<file path="config.mk">
export PLATFORM = sky130hd
export DESIGN_NAME = ascii_int32_converter_flat
export DESIGN_NICKNAME = d
export VERILOG_FILES = /design/src/rtl/ascii_int32_converter_if.sv /design/src/rtl/ascii_int32_converter.sv /design/src/flat_wrapper.sv
export SDC_FILE = /design/constraint.sdc
export NUM_CORES = 1
export LEC_CHECK = 0
export CAP_MARGIN = 25
export CORE_MARGIN = 2
export CORE_UTILIZATION = 40
export CTS_CLUSTER_DIAMETER = 150
export CTS_CLUSTER_SIZE = 8
export DETAILED_ROUTE_END_ITERATION = 10
export GPL_TIMING_DRIVEN = 0
export PLACE_DENSITY_LB_ADDON = 0.15
export SYNTH_ARGS = -nofsm -noshare
export SYNTH_HDL_FRONTEND = slang
export SYNTH_SLANG_ARGS = --single-unit
</file>
<file path="constraint.sdc">
create_clock -name clk -period 16.05 [get_ports clk]
set_clock_uncertainty 0.05 [all_clocks]
set_input_delay 3.21 -clock clk [delete_from_list [all_inputs] [get_ports clk]]
set_output_delay 3.21 -clock clk [all_outputs]
set_load 0.005 [all_outputs]
</file>
<file path="src/rtl/ascii_int32_converter_if.sv">
// Token character stream in, one converted integer plus error code out per token.
// The token producer is the master; the converter is the slave.
interface ascii_int32_converter_if #(
  parameter int DATA_WIDTH = 32
) ();
  logic                  num_start;
  logic [7:0]            num_char;
  logic                  num_valid;
  logic                  num_end;
  logic                  result_valid;
  logic [DATA_WIDTH-1:0] result;
  logic                  result_err;
  logic [1:0]            err_code;

  modport master (
    output num_start, num_char, num_valid, num_end,
    input  result_valid, result, result_err, err_code
  );

  modport slave (
    input  num_start, num_char, num_valid, num_end,
    output result_valid, result, result_err, err_code
  );
endinterface

</file>
<file path="src/rtl/ascii_int32_converter.sv">
// Decimal token ("-"? digits) to signed DATA_WIDTH integer; result_valid one cycle after num_end.
// One char per cycle with no stall; the producer waits on result_valid, so there is no backpressure.
module ascii_int32_converter #(
  parameter int DATA_WIDTH = 32,
  parameter bit SATURATE   = 1'b1
) (
  input logic                     clk,
  input logic                     rst,
  ascii_int32_converter_if.slave  io
);
  localparam int AW = DATA_WIDTH + 1;
  localparam int PW = DATA_WIDTH + 5;
  localparam logic [PW-1:0] LIM_POS = (PW'(1) << (DATA_WIDTH - 1)) - PW'(1);
  localparam logic [PW-1:0] LIM_NEG = PW'(1) << (DATA_WIDTH - 1);
  localparam logic [DATA_WIDTH-1:0] MAX_V = {1'b0, {(DATA_WIDTH-1){1'b1}}};
  localparam logic [DATA_WIDTH-1:0] MIN_V = {1'b1, {(DATA_WIDTH-1){1'b0}}};

  typedef enum logic [1:0] {IDLE, ACCUM, EMIT} state_t;

  state_t          state;
  logic [AW-1:0]   acc;
  logic            neg, bad, ovf;
  logic [7:0]      ndig;

  logic            restart, in_tok, keep;
  logic [AW-1:0]   b_acc, n_acc;
  logic            b_neg, b_bad, b_ovf, n_neg, n_bad, n_ovf;
  logic [7:0]      b_ndig, n_ndig;
  logic [PW-1:0]   prod, limit;
  logic [DATA_WIDTH-1:0] mag, value;
  logic [1:0]      n_err;

  always_comb begin
    restart = io.num_start & io.num_valid;
    in_tok  = (state == ACCUM) | restart;
    // Outside a live token the working state starts clean, so a bare num_end reports "empty".
    keep    = (state == ACCUM) & ~restart;
    b_acc   = keep ? acc  : '0;
    b_neg   = keep & neg;
    b_bad   = keep & bad;
    b_ovf   = keep & ovf;
    b_ndig  = keep ? ndig : 8'd0;

    limit = b_neg ? LIM_NEG : LIM_POS;
    prod  = ({4'b0, b_acc} << 3) + ({4'b0, b_acc} << 1) + {{AW{1'b0}}, io.num_char[3:0]};

    n_acc  = b_acc;
    n_neg  = b_neg;
    n_bad  = b_bad;
    n_ovf  = b_ovf;
    n_ndig = b_ndig;
    if (in_tok && io.num_valid) begin
      if (io.num_char == 8'h2D) begin
        if (restart) n_neg = 1'b1;
        else         n_bad = 1'b1;
      end else if (io.num_char >= 8'h30 && io.num_char <= 8'h39) begin
        if (b_ndig != 8'hFF) n_ndig = b_ndig + 8'd1;
        if (!b_ovf) begin
          if (prod > limit) begin
            n_ovf = 1'b1;
            n_acc = limit[AW-1:0];
          end else begin
            n_acc = prod[AW-1:0];
          end
        end
      end else begin
        n_bad = 1'b1;
      end
    end

    if (n_bad)              n_err = 2'b01;
    else if (n_ndig == 8'd0) n_err = 2'b11;
    else if (n_ovf)         n_err = 2'b10;
    else                    n_err = 2'b00;

    mag = n_acc[DATA_WIDTH-1:0];
    if (n_err == 2'b00)                 value = n_neg ? (~mag + 1'b1) : mag;
    else if (n_err == 2'b10 && SATURATE) value = n_neg ? MIN_V : MAX_V;
    else                                value = '0;
  end

  always_ff @(posedge clk) begin
    if (rst) begin
      state           <= IDLE;
      acc             <= '0;
      neg             <= 1'b0;
      bad             <= 1'b0;
      ovf             <= 1'b0;
      ndig            <= 8'd0;
      io.result_valid <= 1'b0;
      io.result       <= '0;
      io.result_err   <= 1'b0;
      io.err_code     <= 2'b00;
    end else begin
      acc             <= n_acc;
      neg             <= n_neg;
      bad             <= n_bad;
      ovf             <= n_ovf;
      ndig            <= n_ndig;
      io.result_valid <= 1'b0;
      if (io.num_end) begin
        state           <= EMIT;
        io.result_valid <= 1'b1;
        io.result       <= value;
        io.err_code     <= n_err;
        io.result_err   <= (n_err != 2'b00);
      end else if (in_tok) begin
        state <= ACCUM;
      end else begin
        state <= IDLE;
      end
    end
  end
endmodule

</file>
<file path="src/flat_wrapper.sv">
// flat-port wrapper written by rule: the top's interface ports become plain ports
module ascii_int32_converter_flat 
#(
  parameter int DATA_WIDTH = 32,
  parameter bit SATURATE   = 1'b1
)
  (clk, rst, io_num_start, io_num_char, io_num_valid, io_num_end, io_result_valid, io_result, io_result_err, io_err_code);
  ascii_int32_converter_if #(.DATA_WIDTH(DATA_WIDTH)) io_i ();
  input logic clk;
  input logic rst;
  input wire logic [$bits(io_i.num_start)-1:0] io_num_start;
  input wire logic [$bits(io_i.num_char)-1:0] io_num_char;
  input wire logic [$bits(io_i.num_valid)-1:0] io_num_valid;
  input wire logic [$bits(io_i.num_end)-1:0] io_num_end;
  output wire logic [$bits(io_i.result_valid)-1:0] io_result_valid;
  output wire logic [$bits(io_i.result)-1:0] io_result;
  output wire logic [$bits(io_i.result_err)-1:0] io_result_err;
  output wire logic [$bits(io_i.err_code)-1:0] io_err_code;
  assign io_i.num_start = io_num_start;
  assign io_i.num_char = io_num_char;
  assign io_i.num_valid = io_num_valid;
  assign io_i.num_end = io_num_end;
  assign io_result_valid = io_i.result_valid;
  assign io_result = io_i.result;
  assign io_result_err = io_i.result_err;
  assign io_err_code = io_i.err_code;
  ascii_int32_converter #(.DATA_WIDTH(DATA_WIDTH), .SATURATE(SATURATE)) u_core (.clk(clk), .rst(rst), .io(io_i));
endmodule
</file>
==> run metrics, run 1 <==
status completed; Compound-Gate Fraction of Synth Area between 20% and 30%; GPL Wtd Cong 0.968; Register-to-Register Path Depth 29; CP max stage delay 0.79 ns; I/O pin count between 40 and 50; net switching power figure 0.102 mW; Final Hold Fails 0; Worst Path Arrival 12.78 ns; vias in the first global route around 7.5k; ys async rst share 0%; main combinational cell family by area after synthesis compound AO/OA/AOI/OAI gates; unrepaired setup endpoints after global routing false; Primary FF master, synth dfxtp_1; clock transition at the registers of the reported paths 0.06 ns; wire per inst 19.2 microns; DRC Markers 0; placed cell areas approximately 0.0087 sq mm; Synth Cell Area 0.00787 sq mm; syn nets 1159; yosys warns 0; site row count 51; DR WL met3 about 1500 microns; f_max 79.6 MHz; worst rel slew slack 32.3%; adder-cell area share of the yosys netlist 15.5%; Post-DRT Antenna Nets 0; met2 wire length 11600 microns; cts hold-fix bufs 0; Final Worst Setup Slack 3.48 ns; Seq cells post-synth between 80 and 90; diode count 0; Final Non-Filler Cells 1378; Setup Fix Bufs, Post-CTS 0; DP HPWL 21200 microns; setup violators final 0; CTS tree yes; sequential share of the synthesized area 20.6%; dominant cell type by area after synthesis dfxtp_1; total grt overflow 0; Root Buffer clkbuf_16; syn_area_per_cell ~7.5 sq um; Die H 144 microns; crit share post-route 78.3%; first-pass detailed-route iteration total 5; clock sink count a little over 80; largest cells by area after synthesis dfxtp_1 (21%), ha_1 (15%), a21oi_1 (7.0%), nand2_1 (5.1%), nor2_1 (5.0%); first-pass GRT wire length approximately 40000 microns; Hold Path Class reg2reg; Crit Path Category in2reg; final hold slack around 0.4 ns; total CTS buffers 9; initial antenna violation count 0; type of origin of the critical path primary input; Clk Latency, worst-skew pair 0.34 ns; fin. max-slew vios 0; fin area 0.00896 sq mm; Iter 0 DRT Violations 601; M1 WL 12600 microns; Die ar. 0.0208 sq mm; P per Cell Area 46.7 mW/mm^2; H-tree levels 3; Comb pwr share a little under 6%; clock share of power 45.6%; Slowest-stage cell, CP a21boi_1; Post-Synth Simple-Gate Area between 20% and 30%; Core ar. 0.0194 sq mm; share of power burned in registers just under 50%; Clock Path Buffers 2; Post-synth EDFFs 0; Tightest Pin Transition 1.02 ns; Static Leak 3.97 nW; mux contribution to synthesized area around 1.0%; fin crit period 12.57 ns; vias per cell 5.87; DP Worst Slack 3.32 ns; setup TNS 0 ns; crit path capture type flop; Yosys top cell area share between 20% and 30%; Sw Share about a quarter; WHS Path Cells 2; highest net fanout along the worst path 10; Distinct cells, synth a little over 80; final net count 1218; Die Span X about 140 microns; total power 0.419 mW; Synth-to-Final Area Change 13.9%; Final Util a little under half; GRT Total Usage 25.5%; max_cap viols 0; # placed instances around 1.4k; starting density of the core 40.5%; Max VDD drop 0.0504 mV; top layer used by detailed routing met4; Mapped Cells 1049; via count 8088; post-CTS sizing 0; Synth Area in XOR/XNOR under 10%; Total Wirelength 26500 microns; layout cells sized above 1 4.49%; Int Pwr 0.317 mW; largest net degree at the start of global routing 21; Critical Path RT 16.27 ns; PortBufs 46
cell type report:
type                    instances  area [sq um]
flip-flops and latches         81          1620
clock buffers                  12           236
plain buffers                  53           230
clock inverters                 4          30.0
fillers                      2057         10400
multi-input cells             891          5920
repair buffers                 48           493
inverters                      24          90.1
well taps                     265           332
cells in the final DEF, fill, tap and decap left out, types with 11 or more instances in the layout:
master / instances
nor3_1: 32
nand2_1: 106
xnor2_1: 33
xor2_1: 24
nand4_1: 19
a21oi_1: 110
nand3_1: 21
a31oi_1: 13
ha_1: 96
inv_1: 24
nor2_1: 104
nor2b_1: 12
o211ai_1: 14
o21ai_1: 11
and3_1: 43
o21a_1: 18
clkbuf_1: 43
clkdlybuf4s50_1: 46
dfxtp_1: 81
o21ai_0: 73
power by group through the flow:
stage | combinational, mW | sequential [mW] | clock [mW]
after floorplan | 0.0118 | 0.208 | 0
after global placement | 0.0240 | 0.208 | 0
after detailed placement | 0.0240 | 0.208 | 0
after CTS | 0.0241 | 0.204 | 0.192
after global routing | 0.0268 | 0.204 | 0.201
final | 0.0242 | 0.204 | 0.191
worst paths after layout:
kind / slack, ns / to / from
setup / recovery: 3.48 / u_core.io.result[20] / io_num_start
hold / removal: 0.40 / u_core.io.result_err / u_core.io.result_err
setup reg to reg: 6.36 / u_core.io.result[20] / u_core.state[0]
hold reg to reg: 0.40 / u_core.io.result_err / u_core.io.result_err
worst max-delay path: cells and delay by family:
kind	cells	cell delay (ns)
and+or+nand+nor	10	2.49
xor gates and xnor gates	1	0.31
buffers and inverters	5	1.94
AOI/OAI and AO/OA	10	3.52
adders and majority gates	4	1.28
synth_stat cells (all sizes together), types with 4 or more instances:
master and count:
a2111oi 4, a211oi 10, a21boi 4, a21o 10, a21oi 110, a311oi 5
a31oi 14, a41oi 6, and2 10, and3 43, buf 12, clkbuf 41
dfxtp 81, ha 96, inv 24, mux2i 8, nand2 106, nand2b 9
nand3 23, nand4 20, nor2 104, nor2b 12, nor3 36, nor4 7
o2111ai 4, o211a 4, o211ai 15, o21a 18, o21ai 84, o21bai 4
o31ai 6, or2 4, or3 7, xnor2 35, xor2 24
registers in the layout (all words and copies together), names as in the netlist:
| register | cells |
|---|---|
| u_core.neg | 1 |
| u_core.ovf | 1 |
| u_core.state | 2 |
| u_core.io.result_err | 1 |
| u_core.acc | 33 |
| u_core.bad | 1 |
| u_core.io.result | 32 |
| u_core.ndig | 8 |
| u_core.io.err_code | 2 |
routing by layer:
metal / track usage (%) / up-vias
met1: 36.2 / 3798
li1: - / 4000
met5: 0 / -
met3: 3.97 / 41
met4: 7.05 / 0
met2: 40.1 / 249
logic make-up after synthesis:
kind of cell / after synthesis
buffers and inverters: 77
adders and majority gates: 97
xor gates and xnor gates: 59
AOI/OAI and AO/OA: 333
DFF: 81
and+or+nand+nor: 394
muxes: 8
No activity file was read; power rests on OpenSTA's default activity.
==> inputs of run 2 (changes only) <==
==> constraint.sdc (replaced) <==
create_clock -name clk -period 11.1 [get_ports clk]
set_clock_uncertainty 0.05 [all_clocks]
set_input_delay 2.22 -clock clk [delete_from_list [all_inputs] [get_ports clk]]
set_output_delay 2.22 -clock clk [all_outputs]
set_load 0.005 [all_outputs]
==> run 2 against run 1 <==
Compared with the run above:
- sequential power up 44%
- critical path type unchanged
- clock power up 44%
- global-route usage about the same
- combinational power up 46%
- critical endpoint is now u_core.io.result[30]
- largest power group unchanged
- non-clock buffer count up 1
==> run metrics, run 2 (same netlist as run 1, synthesis figures left out) <==
status completed; fin crit period 10.63 ns; number of flip-flops in the largest register 33; vias per cell 5.88; # placed instances approximately 1.4k; unrepaired setup endpoints after global routing false; fin. max-slew vios 0; Synth-to-Final Area Change 15.4%; type of origin of the critical path primary input; DRC Markers 0; wire per inst 19.3 microns; first-pass GRT wire length ~41000 microns; worst hold endpoint u_core.io.err_code[0]; Fillers 2054; highest net fanout along the worst path 19; Largest Register u_core.acc; Die Span X 144 microns; Clock Path Buffers 2; Die ar. 0.0208 sq mm; Register-to-Register Path Depth 32; layout cells sized above 1 6.19%; Crit path top cell by count ha_1; RR Endpoint u_core.io.result[30]; Worst Path Arrival 10.80 ns; PortBufs 46; Die H 144 microns; DP HPWL 21200 microns; Core ar. 0.0194 sq mm; Final Hold Fails 0; Clk Latency, worst-skew pair approximately 0.34 ns; clock transition at the registers of the reported paths ~0.06 ns; H-tree levels 3; worst rel slew slack 34.5%; max_cap viols 0; largest net degree at the start of global routing 21; crit path capture type flop; vias in the first global route between 7k and 8k; total power 0.605 mW; GPL Wtd Cong 0.968; initial antenna violation count 0; CP max stage delay 0.61 ns; f_max between 90 and 100 MHz; clock sink count 81; Critical Path RT 11.27 ns; final net count 1219; Max VDD drop ~0.073 mV; Crit path buffers/inverters 5; Slowest-stage cell, CP or4_4; R2R setup slack 1.94 ns; critical path's top delay family simple AND/OR/NAND/NOR gates; total grt overflow 0; fin area 0.00908 sq mm; Total Wirelength 26600 microns; RR Startpoint u_core.state[0]; setup violators final 0; commonest non-fill, non-tap cells in the layout a21oi_1 (107), nand2_1 (105), nor2_1 (103); Root Buffer clkbuf_16; biggest regs u_core.acc (33), u_core.io.result (32), u_core.ndig (8); Post-DRT Antenna Nets 0; via count 8107; WHS Path Cells 2; P per Cell Area 66.6 mW/mm^2; Hold Path Class reg2reg; starting density of the core between 40% and 50%; Crit Path Category in2reg; GRT Total Usage 25.5%; total CTS buffers 9; hold_sp u_core.io.err_code[0]; site row count 51; diode count 0; placed cell areas about 0.0087 sq mm; Static Leak between 4 and 5 nW; Tightest Pin Transition 0.975 ns; cts hold-fix bufs 0; Final Non-Filler Cells 1379; first-pass detailed-route iteration total 5; crit share post-route 95.8%; Iter 0 DRT Violations 597; commonest non-fill, non-tap cell in the layout a21oi_1; CTS tree yes; I/O pin count 49
-- run 2: cell types whose count changed in the layout (fill, tap and decap cells not counted), sizes merged --
cell,change
buf,+3
clkbuf,-2
-- run 2: how the worst max path moves through the flow --
stage                      start  depth (start not counted)                    to  slack [ns]
floorplan           io_num_start                         31  u_core.io.result[30]        1.90
global placement    io_num_start                         31  u_core.io.result[30]       -0.67
detailed placement  io_num_start                         31  u_core.io.result[30]       -0.64
CTS                 io_num_start                         33  u_core.io.result[30]        0.07
global route        io_num_start                         31  u_core.io.result[30]      0.0005
finish              io_num_start                         32  u_core.io.result[30]        0.47
-- run 2: through the flow --
| step | utilization, % | worst slack, ns | TNS [ns] | hold slack (ns) |
|---|---|---|---|---|
| 6_report | 46.8 | 0.472 | 0 | 0.406 |
| 5_1_grt | 46.8 | 0.000499 | 0 | 0.448 |
| 4_1_cts | 46.3 | 0.0668 | 0 | 0.409 |
| 3_5_place_dp | 44.8 | -0.642 | -11.98 | 0.392 |
| 3_3_place_gp | 44.6 | -0.674 | -13.28 | 0.392 |
| 2_1_floorplan | - | 1.90 | 0 | 0.399 |
-- run 2: area by class of cell --
class	count	area (sq um)	share of cell area, %
Sequential cell	81	1620	17.9
Timing Repair Buffer	50	523	5.76
Tap cell	265	332	3.65
Clock buffer	12	236	2.61
Clock inverter	4	30.0	0.331
Multi-Input combinational cell	891	6020	66.3
Buffer	52	229	2.52
Inverter	24	90.1	0.992
-- run 2: what timing repair did --
item	in CTS	in global routing
setup endpoints to repair	23	30
buffers inserted	0	3
pin swaps	0	2
gates resized for setup	6	17
-- run 2: metal layers --
| layer | share of wire, % | track usage (%) | up-vias |
|---|---|---|---|
| li1 | - | - | 4006 |
| met1 | 48 | 36.3 | 3806 |
| met2 | 44 | 40.2 | 257 |
| met3 | 5.5 | 3.77 | 38 |
| met4 | 2.7 | 6.85 | 0 |
| met5 | 0 | 0 | - |
-- run 2: worst reg2reg max path, delay by kind of cell, from the launching register on --
family | cells | cell delay (ns)
adder cells (fa/ha/maj) | 4 | 1.28
AO/OA/AOI/OAI | 10 | 2.73
XOR/XNOR | 2 | 0.47
AND/OR/NAND/NOR | 11 | 2.96
flip-flops | 1 | 0.33
buffers and inverters | 5 | 1.24
-- run 2: power by group --
group | leakage [nW] | internal (mW) | switching (mW)
clock network | 0.115 | 0.152 | 0.123
registers | 0.655 | 0.293 | 0.00122
logic | 3.24 | 0.0129 | 0.0224
total | 4.01 | 0.458 | 0.147
==> inputs of run 3 (changes only) <==
--- a/config.mk
+++ b/config.mk
@@ -5,12 +5,14 @@
 export SDC_FILE = /design/constraint.sdc
 export NUM_CORES = 1
 export LEC_CHECK = 0
+export ABC_AREA = 1
 export CAP_MARGIN = 25
 export CORE_MARGIN = 2
 export CORE_UTILIZATION = 40
 export CTS_CLUSTER_DIAMETER = 150
 export CTS_CLUSTER_SIZE = 8
 export DETAILED_ROUTE_END_ITERATION = 10
+export DONT_BUFFER_PORTS = 1
 export GPL_TIMING_DRIVEN = 0
 export PLACE_DENSITY_LB_ADDON = 0.15
 export SYNTH_ARGS = -nofsm -noshare
==> run 3 against run 2 <==
Compared with the run above:
- register-to-register slack improved by 1.1 ns
- sequential cell count did not move
- synthesized area rose by 7.2%
- non-clock buffer count fell by 63
- critical path type unchanged
- largest power group is now the clock network
==> run metrics, run 3 <==
total power 0.653 mW; diode count 0; DP HPWL 20800 microns; H-tree levels 3; status completed; vias in the first global route 7959; Static Leak 5.39 nW; vias per cell 5.15; PortBufs 0; worst rel slew slack 53.7%; final net count 1523; biggest regs u_core.acc (33), u_core.io.result (32), u_core.ndig (8); commonest non-fill, non-tap cell in the layout nand2_1; via count 8722; Iter 0 DRT Violations 520; first-pass detailed-route iteration total 5; fin crit period 9.50 ns; R2R setup slack 3.01 ns; Clock Path Buffers 2; type of origin of the critical path primary input; Post-synth EDFFs 0; dominant cell type by area after synthesis nand2_1; Setup Fix Bufs, Post-CTS 0; Final Hold Fails 0; I/O pin count 49; Die Span X between 100 and 150 microns; Critical Path RT around 11 ns; post-CTS sizing 0; unrepaired setup endpoints after global routing false; syn_area_per_cell 6.02 sq um; Total Wirelength 25200 microns; initial antenna violation count 0; Distinct cells, synth 49; setup violators final 0; largest net degree at the start of global routing 31; Crit path top cell by count nand2_1; Seq cells post-synth 81; cts hold-fix bufs 0; first-pass GRT wire length 40400 microns; largest cells by area after synthesis nand2_1 (22%), dfxtp_1 (19%), ha_1 (14%), nor2_1 (7.3%), inv_1 (5.9%); Tightest Pin Transition around 0.69 ns; placed cell areas ~0.009 sq mm; fin. max-slew vios 0; Core ar. 0.0208 sq mm; Mapped Cells 1401; clock sink count 81; commonest non-fill, non-tap cells in the layout nand2_1 (489), nor2_1 (164), inv_1 (133); highest net fanout along the worst path 10; ys async rst share 0%; Fillers 2358; yosys warns 0; commonest cells in the synthesized netlist nand2_1 (489), nor2_1 (164), inv_1 (133), ha_1 (96), nand3_1 (87); # placed instances between 1.5k and 2k; P per Cell Area 71.5 mW/mm^2; Crit Path Category in2reg; wire per inst approximately 15 microns; Synth Cell Area roughly 0.0084 sq mm; total grt overflow 0; crit share post-route a little under nine tenths; f_max 105 MHz; Final Worst Setup Slack 1.60 ns; WHS Path Cells 2; Max VDD drop 0.0881 mV; sequential share of the synthesized area 19.2%; Slowest-stage cell, CP fa_1; CTS tree yes; Synth-to-Final Area Change 8.33%; crit path capture type flop; starting density of the core between 40% and 50%; Worst Path Arrival 9.69 ns; fin area 0.00913 sq mm; Yosys top cell area share roughly 22%; GPL Wtd Cong 0.891; syn nets 1511; Root Buffer clkbuf_16; CP max stage delay 0.52 ns; most frequent cell after synthesis nand2_1; total CTS buffers 9; Post-DRT Antenna Nets 0; setup TNS 0 ns; layout cells sized above 1 7.40%; clock transition at the registers of the reported paths 0.06 ns; max_cap viols 0; Primary FF master, synth dfxtp_1; Hold Path Class reg2reg; number of flip-flops in the largest register 33; DRC Markers 0; DP Worst Slack 1.37 ns; GRT Total Usage 22.8%; Clk Latency, worst-skew pair 0.34 ns; Die ar. roughly 0.022 sq mm; Largest Register u_core.acc; Die H 149 microns; Register-to-Register Path Depth 42; site row count 53; Final Non-Filler Cells 1693
[run 3: cell count changes in the layout (fill, tap and decap cells not counted), sizes merged, moves of 25 or more]
cell / change
a21oi: -41
and3: -43
clkdlybuf4s50: -46
inv: +122
nand2: +414
nand3: +69
nor2: +74
xnor2: -25
[run 3: stage by stage]
| stage | utilization [%] | hold slack [ns] |
|---|---|---|
| after floorplan | - | 0.398 |
| after CTS | 43.7 | 0.423 |
| after detailed placement | 42.1 | 0.411 |
| final | 43.9 | 0.420 |
| after global placement | 42.1 | 0.413 |
| after global routing | 43.9 | 0.436 |
[run 3: cell families after synthesis]
group	Yosys count	share of synthesized area (%)
mux	1	0.119
buf+inv	188	8.79
compound gates	163	11.3
fa+ha+maj	97	14.5
simple gates	835	42.3
flops	81	19.2
xor+xnor	36	3.74
[run 3: final timing paths]
kind / start / to
min: u_core.io.result[16] / u_core.io.result[16]
max: io_num_start / u_core.io.result[30]
min reg2reg: u_core.io.result[16] / u_core.io.result[16]
max reg2reg: u_core.state[1] / u_core.io.result[30]
[run 3: layer usage]
metal,wire (microns),share of wire (%),up-vias,global-route usage (%)
li1,-,-,4525,-
met3,1170,4.6,23,3.15
met4,297,1.2,0,4.29
met1,12100,48,3961,31.8
met2,11600,46,213,37.6
met5,0,0,-,0
[run 3: layout make-up]
class                      count  area [sq um]  share of cell area, %
timing repair buffer           1          27.5                  0.301
tap                          275           344                   3.77
clock buffer                  10           239                   2.62
multi-input combinational   1132          6070                   66.4
inverter                     150           563                   6.17
clock inverter                 6          91.3                   1.00
sequential                    81          1620                   17.8
buffer                        38           178                   1.95
[run 3: power by group]
group          internal [mW]  switching [mW]  leakage [nW]
clock network          0.203           0.123         0.151
logic                0.00904          0.0239          4.58
registers              0.292         0.00117         0.654
total                  0.505           0.148          5.39
[run 3: worst max-delay path, delay by kind of cell]
family          cells  cell delay [ns]
simple gates       29             3.86
fa+ha+maj           5             1.58
buf+inv             5             1.33
compound gates      2             0.49
xor+xnor            1             0.18
